File: src/rtl/mem_stage_pkg.sv
// mem_stage_pkg: shared constants for the RV32I memory-access stage.
//   - control-bundle width and bit indices (reg write, mem-to-reg, mem read, mem write)
//   - funct3 encodings for loads and stores
//   - FSM state type and the alignment helper used by the align sub-module
`ifndef CONTROL_SIGNALS_WIDTH
`define CONTROL_SIGNALS_WIDTH 8
`endif

package mem_stage_pkg;

   localparam int CTRL_W = `CONTROL_SIGNALS_WIDTH;

   localparam int CTRL_REG_WRITE  = 0;
   localparam int CTRL_MEM_TO_REG = 1;
   localparam int CTRL_MEM_READ   = 2;
   localparam int CTRL_MEM_WRITE  = 3;

   localparam logic [2:0] FUNCT3_LB  = 3'b000;
   localparam logic [2:0] FUNCT3_LH  = 3'b001;
   localparam logic [2:0] FUNCT3_LW  = 3'b010;
   localparam logic [2:0] FUNCT3_LBU = 3'b100;
   localparam logic [2:0] FUNCT3_LHU = 3'b101;
   localparam logic [2:0] FUNCT3_SB  = 3'b000;
   localparam logic [2:0] FUNCT3_SH  = 3'b001;
   localparam logic [2:0] FUNCT3_SW  = 3'b010;

   typedef enum logic {
      ST_IDLE = 1'b0,
      ST_WAIT = 1'b1
   } mem_state_t;

   // size is funct3[1:0]; bytes never fault, anything wider than a half
   // is treated as a word and must sit on a 4-byte boundary
   function automatic logic access_aligned(input logic [1:0] size,
                                           input logic [1:0] addr_lo);
      logic ok;
      case (size)
         2'b00:   ok = 1'b1;
         2'b01:   ok = ~addr_lo[0];
         default: ok = (addr_lo == 2'b00);
      endcase
      return ok;
   endfunction

endpackage

File: src/rtl/mem_stage_load_store_align.sv
// mem_stage_load_store_align: purely combinational lane handling.
//   addr_lo    in   low two address bits
//   funct3     in   access size / sign
//   store_data in   rs2 value
//   load_word  in   raw word from data memory
//   be         out  byte enables for the access
//   wdata      out  store data replicated across lanes
//   load_data  out  selected and sign/zero-extended load value
//   aligned    out  access respects its natural alignment
module mem_stage_load_store_align
   import mem_stage_pkg::*;
(
   input  logic [1:0]  addr_lo,
   input  logic [2:0]  funct3,
   input  logic [31:0] store_data,
   input  logic [31:0] load_word,
   output logic [3:0]  be,
   output logic [31:0] wdata,
   output logic [31:0] load_data,
   output logic        aligned
);

   logic [31:0] shifted;

   always_comb begin
      aligned = access_aligned(funct3[1:0], addr_lo);
      // move the addressed lane down to bit 0 before extension
      shifted = load_word >> {addr_lo, 3'b000};

      case (funct3[1:0])
         2'b00: begin
            be    = 4'b0001 << addr_lo;
            wdata = {4{store_data[7:0]}};
         end
         2'b01: begin
            be    = 4'b0011 << addr_lo;
            wdata = {2{store_data[15:0]}};
         end
         default: begin
            be    = 4'b1111;
            wdata = store_data;
         end
      endcase

      case (funct3)
         FUNCT3_LB:  load_data = {{24{shifted[7]}}, shifted[7:0]};
         FUNCT3_LH:  load_data = {{16{shifted[15]}}, shifted[15:0]};
         FUNCT3_LBU: load_data = {24'h0, shifted[7:0]};
         FUNCT3_LHU: load_data = {16'h0, shifted[15:0]};
         default:    load_data = shifted;
      endcase
   end

endmodule

File: src/rtl/mem_stage.sv
// mem_stage: RV32I memory-access stage between EX/MEM and MEM/WB.
//   Issues loads/stores on a req/ready data port, stalls the pipeline while
//   memory is busy, aborts with a bus error after TIMEOUT_CYCLES of waiting,
//   and registers the MEM/WB payload.
// Ports:
//   clk, rst                 clock, async active-high reset
//   ex_mem_*                 EX/MEM register contents (held while mem_stall)
//   dmem_*                   data-memory request/response port
//   mem_stall                freeze upstream pipeline
//   mem_misaligned           one-cycle pulse on a misaligned access
//   mem_bus_error            one-cycle pulse on timeout
//   mem_wb_*                 registered MEM/WB payload
//   perf_*                   event counters, only with MEM_STAGE_PERF_EN
// Optional: define MEM_STAGE_PERF_EN to add perf_loads, perf_stores and
// perf_stall_cycles.
//
// state | meaning
// IDLE  | no access outstanding; request driven straight from EX/MEM
// WAIT  | access issued, memory not ready yet; request held, counting
`ifndef CONTROL_SIGNALS_WIDTH
`define CONTROL_SIGNALS_WIDTH 8
`endif

module mem_stage
   import mem_stage_pkg::*;
#(
   parameter int TIMEOUT_CYCLES = 16,
   parameter int CNT_WIDTH      = 5
)(
   input  logic                              clk,
   input  logic                              rst,
   input  logic                              ex_mem_valid,
   input  logic [31:0]                       ex_mem_alu_result,
   input  logic [31:0]                       ex_mem_rs2_data,
   input  logic [4:0]                        ex_mem_rd,
   input  logic [2:0]                        ex_mem_funct3,
   input  logic [`CONTROL_SIGNALS_WIDTH-1:0] ex_mem_control_signals,
   output logic                              dmem_req,
   output logic                              dmem_we,
   output logic [31:0]                       dmem_addr,
   output logic [31:0]                       dmem_wdata,
   output logic [3:0]                        dmem_be,
   input  logic                              dmem_ready,
   input  logic [31:0]                       dmem_rdata,
   output logic                              mem_stall,
   output logic                              mem_misaligned,
   output logic                              mem_bus_error,
   output logic                              mem_wb_valid,
   output logic [31:0]                       mem_wb_alu_result,
   output logic [31:0]                       mem_wb_mem_data,
   output logic [4:0]                        mem_wb_rd,
   output logic [`CONTROL_SIGNALS_WIDTH-1:0] mem_wb_control_signals
`ifdef MEM_STAGE_PERF_EN
   ,
   output logic [31:0]                       perf_loads,
   output logic [31:0]                       perf_stores,
   output logic [31:0]                       perf_stall_cycles
`endif
);

   localparam logic [CNT_WIDTH-1:0] TMO_LAST =
      CNT_WIDTH'((TIMEOUT_CYCLES == 0) ? 0 : TIMEOUT_CYCLES - 1);

   mem_state_t           state;
   logic [CNT_WIDTH-1:0] wait_cnt;

   logic        is_read;
   logic        is_write;
   logic        is_mem;
   logic        aligned;
   logic        access;
   logic        timeout;
   logic        fire;
   logic [3:0]  be;
   logic [31:0] wdata;
   logic [31:0] load_data;

   mem_stage_load_store_align u_align (
      .addr_lo    (ex_mem_alu_result[1:0]),
      .funct3     (ex_mem_funct3),
      .store_data (ex_mem_rs2_data),
      .load_word  (dmem_rdata),
      .be         (be),
      .wdata      (wdata),
      .load_data  (load_data),
      .aligned    (aligned)
   );

   assign is_read  = ex_mem_control_signals[CTRL_MEM_READ];
   assign is_write = ex_mem_control_signals[CTRL_MEM_WRITE];
   assign is_mem   = is_read | is_write;
   assign access   = ex_mem_valid & is_mem & aligned;

   assign timeout  = (TIMEOUT_CYCLES != 0) && (state == ST_WAIT) &&
                     !dmem_ready && (wait_cnt == TMO_LAST);

   // EX/MEM is frozen while stalled, so the same combinational request
   // serves both IDLE and WAIT; rst gating drops it the instant reset hits
   assign dmem_req       = ~rst & access & ~timeout;
   assign dmem_we        = dmem_req & is_write;
   assign dmem_addr      = {ex_mem_alu_result[31:2], 2'b00};
   assign dmem_wdata     = wdata;
   assign dmem_be        = be;
   assign fire           = dmem_req & dmem_ready;
   assign mem_stall      = dmem_req & ~dmem_ready;
   assign mem_misaligned = ~rst & ex_mem_valid & is_mem & ~aligned;
   assign mem_bus_error  = ~rst & timeout;

   always_ff @(posedge clk or posedge rst) begin
      if (rst) begin
         state                  <= ST_IDLE;
         wait_cnt               <= '0;
         mem_wb_valid           <= 1'b0;
         mem_wb_alu_result      <= '0;
         mem_wb_mem_data        <= '0;
         mem_wb_rd              <= '0;
         mem_wb_control_signals <= '0;
      end else begin
         if (state == ST_IDLE) begin
            wait_cnt <= '0;
            if (access && !dmem_ready)
               state <= ST_WAIT;
         end else begin
            if (dmem_ready || timeout) begin
               state    <= ST_IDLE;
               wait_cnt <= '0;
            end else begin
               wait_cnt <= wait_cnt + 1'b1;
            end
         end

         // stall, timeout, misalignment and empty slots all commit a bubble
         if (fire) begin
            mem_wb_valid           <= 1'b1;
            mem_wb_alu_result      <= ex_mem_alu_result;
            mem_wb_mem_data        <= is_read ? load_data : 32'h0;
            mem_wb_rd              <= ex_mem_rd;
            mem_wb_control_signals <= ex_mem_control_signals;
         end else if (ex_mem_valid && !is_mem) begin
            mem_wb_valid           <= 1'b1;
            mem_wb_alu_result      <= ex_mem_alu_result;
            mem_wb_mem_data        <= 32'h0;
            mem_wb_rd              <= ex_mem_rd;
            mem_wb_control_signals <= ex_mem_control_signals;
         end else begin
            mem_wb_valid           <= 1'b0;
            mem_wb_alu_result      <= '0;
            mem_wb_mem_data        <= '0;
            mem_wb_rd              <= '0;
            mem_wb_control_signals <= '0;
         end
      end
   end

`ifdef MEM_STAGE_PERF_EN
   always_ff @(posedge clk or posedge rst) begin
      if (rst) begin
         perf_loads        <= '0;
         perf_stores       <= '0;
         perf_stall_cycles <= '0;
      end else begin
         if (fire && is_read)
            perf_loads <= perf_loads + 32'd1;
         if (fire && is_write)
            perf_stores <= perf_stores + 32'd1;
         if (mem_stall)
            perf_stall_cycles <= perf_stall_cycles + 32'd1;
      end
   end
`endif

endmodule

File: config.mk
export PLATFORM = sky130hd
export DESIGN_NAME = mem_stage
export DESIGN_NICKNAME = d
export VERILOG_FILES = /design/src/rtl/mem_stage_pkg.sv /design/src/rtl/mem_stage_load_store_align.sv /design/src/rtl/mem_stage.sv
export SDC_FILE = /design/constraint.sdc
export NUM_CORES = 1
export LEC_CHECK = 0
export ABC_AREA = 1
export BUFFER_PORTS_ARGS = -buffer_cell sky130_fd_sc_hd__buf_4
export CAP_MARGIN = 20
export CORE_AREA = 2 2 104 106
export CTS_CLUSTER_SIZE = 40
export DETAILED_ROUTE_END_ITERATION = 10
export DIE_AREA = 0 0 106 108
export GPL_TIMING_DRIVEN = 1
export PLACE_DENSITY = 0.79
export SLEW_MARGIN = 20
export SYNTH_ARGS = -nofsm -noshare
export SYNTH_HDL_FRONTEND = slang
export SYNTH_SLANG_ARGS = --single-unit
export TNS_END_PERCENT = 50
File: constraint.sdc
create_clock -name clk -period 7.1 [get_ports clk]
set_input_delay 1.065 -clock clk [delete_from_list [all_inputs] [get_ports clk]]
set_output_delay 1.065 -clock clk [all_outputs]
set_load 0.01 [all_outputs]
==> metrics <==
clk buf depth 2; CTS clock-pin slew for the worst setup and hold paths 80 ps; All-Layer GR Usage 24.58%; fin crit share 51.01%; Worst-Margin Slew 710.0 ps; iteration count of the initial detailed-routing pass 7; total clock buffers created by CTS 9; Final ANT Viol Nets 0; Area contributors post-synth dfrtp_1, nand2_1, buf_4; RR Startpoint wait_cnt[0]$_DFF_PP0_; setup TNS 0 ps; FILL cells 840; Net Sw Power 308.9 uW; Yosys warnings 0; crit path max-delay cell type nor2_4; post-CTS setup buffer count 0; Via Count 4,344; final WL 14,130 um; number of distinct library cells after synthesis 32; Worst Setup End Kind output pin; Startpoint Class primary input; cell count of the worst hold path 1; area leader, netlist dfrtp_1; Seq. cell area 0.002102 sq mm; Logic pwr share 22.5%; Final Skew 8.878 ps; share of cells above drive strength 1 42.74%; Mapped Area 0.004503 sq mm; Sw Share 28.75%; crit-path cells buf_4, inv_4, nand2_4, nand2_2, nand2_2, nor2_4, inv_1, nor2_1, buf_4; multi-input logic area 0.001724 sq mm; Int Pwr 765.4 uW; power per cell area 168.2 mW/mm^2; Vias/cell 4.936; placed insts 865; clock sink total 84; First DRT Iteration DRCs 198; CTS tree yes; Worst R2R Path Depth 9; hpwl dp 11,310 um; RSZ-0062 raised after global routing no; critical path capture point dmem_we; RePlAce Congestion 0.9518; crit path DAT 2560 ps; CTS H-Tree Depth 3; Yosys reg bits 84; Core Box Area 0.01023 sq mm; Syn Inst Count 534; min Tclk post-route 3622 ps; final hold vios 0; Seq/Total Area, Yosys 46.68%; PortBufs 264; WS Path Type in -> out; Max-slew headroom 52.50%; largest stage delay on the critical path 380 ps; crit path launch ex_mem_alu_result[0]; num rows 37; Max-cap violations 0; final setup violating endpoints 0; grt ovf 0; root buf cell clkbuf_8; Worst Path Buf+Inv 4; reg-to-reg slack, setup 4520 ps; Area Overhead vs Synth 41.85%; Crit path depth 9; final max-slew violation count 0; Synth top area share 46.68%; fmax 276.1 MHz; Wirelength per Cell 16.06 um; Ant. Diodes 0; initial antenna violation count 0; Reg power frac 46.0%; post-CTS sizing 0; Die Ht 108 um; Die Wd 106 um; clock power share 31.5%; syn avg cell area 8.433 sq um; I/O Pins 267; Lkg Pwr 3.520 nW; first-pass GRT wire length 21,430 um; r2r endpoint mem_wb_alu_result[7]$_DFF_PP0_; worst path required time 6030 ps; worst vdd ir 0.00008479 V; delay-heaviest family, CP simple AND/OR/NAND/NOR gates; pin count of the biggest net entering global routing 50; top fanout value on the critical path 36; latest clock arrival within the worst-skew pair 350 ps; vias in the first global route 4,259; status completed; Layout Cells excl Fill 880; Min Hold Slack 467.0 ps; Worst Hold Class reg -> reg; cts hold-fix bufs 0; Die ar. 0.01145 sq mm; initial core utilization 44.01%; DRC 0; final net count 858
## state kept, by name, indices dropped and copies added, names as in the netlist
signal and cells:
mem_wb_rd 5, state 1, wait_cnt 5, mem_wb_alu_result 32, mem_wb_valid 1, mem_wb_control_signals 8
mem_wb_mem_data 32
## placed cells by master, fill, tap and decap left out, types with 2 or more instances in the layout
cell type     n
nor2_1       33
a21boi_1      3
nor2_2       18
ha_1          2
conb_1        2
nor2_4        2
nand2_2       6
buf_4       265
dfrtp_1      84
nand3_1      15
nand4_1      16
nand3_2       2
a21oi_1      11
o21ai_0      26
inv_4         3
a31oi_1       7
nand2_1     130
o211ai_1      8
a21boi_0     38
clkbuf_8      9
nand3_4       2
inv_1        46
clkinvlp_4    2
## final cells by class
class	count	share of cell area (%)
sequential	84	32.91
timing repair buffer	266	31.38
multi-input combinational	329	26.99
inverter	50	3.075
tap	136	2.664
clock buffer	10	1.998
clock inverter	5	0.9794
## metal layers
metal,vias to the layer above,share of wire [%],track usage [%]
met3,27,7.9,5.666
met1,2012,36,26.17
met5,-,0,0
li1,2071,-,-
met4,0,2.9,11.00
met2,234,53,46.36
## stage by stage
step                utilization, %  instance area, sq um  power, mW  setup slack (ps)
global placement             60.43                  6182     0.7440              3554
global route                 62.43                  6387      1.127              3328
finish                       62.43                  6387      1.074              3478
detailed placement           60.57                  6197     0.7462              3496
floorplan                        -                  4507     0.6319              3870
CTS                          62.43                  6387      1.081              3492
## cell families (layout without fill, tap and decap cells)
kind of cell,Yosys count,count (layout),synth area share [%]
DFF,84,84,46.68
adders and majority gates,2,2,0.5556
AOI/OAI and AO/OA,95,95,13.78
other,1,2,0.08328
buffers and inverters,122,331,15.12
and+or+nand+nor,230,230,23.78
## worst min path at each step
stage	from	endpoint	slack, ps
after floorplan	wait_cnt[0]$_DFF_PP0_	wait_cnt[0]$_DFF_PP0_	430
after global placement	wait_cnt[0]$_DFF_PP0_	wait_cnt[0]$_DFF_PP0_	440
after detailed placement	wait_cnt[0]$_DFF_PP0_	wait_cnt[0]$_DFF_PP0_	450
after CTS	wait_cnt[0]$_DFF_PP0_	wait_cnt[0]$_DFF_PP0_	470
after global routing	wait_cnt[0]$_DFF_PP0_	wait_cnt[0]$_DFF_PP0_	500
final	wait_cnt[0]$_DFF_PP0_	wait_cnt[0]$_DFF_PP0_	470
## power groups by stage
stage,sequential [mW],combinational [mW],clock [mW]
finish,0.494,0.242,0.338
global route,0.495,0.263,0.368
CTS,0.494,0.243,0.343
detailed placement,0.504,0.242,0
global placement,0.504,0.240,0
floorplan,0.509,0.122,0
## synthesized netlist by cell type
cell      number
nor3_1         1
nor3b_1        1
or2_2          1
buf_6          5
a21oi_1       11
nand2_1      130
clkbuf_1      15
conb_1         1
nor2_1        33
o21a_1         1
nor2_2        18
nor4_1         1
a21boi_0      38
a31oi_1        7
nor2_4         2
nand2_4        1
nand4_1       16
inv_1         47
nand3_1       15
o21ai_0       26
a21boi_1       3
buf_4         45
nor2_8         1
buf_2          7
nand2_2        6
nand3_2        2
ha_1           2
inv_4          3
dfrtp_1       84
a21oi_4        1
o211ai_1       8
nand3_4        2
Note: power is estimated with default switching activity, not from simulation.
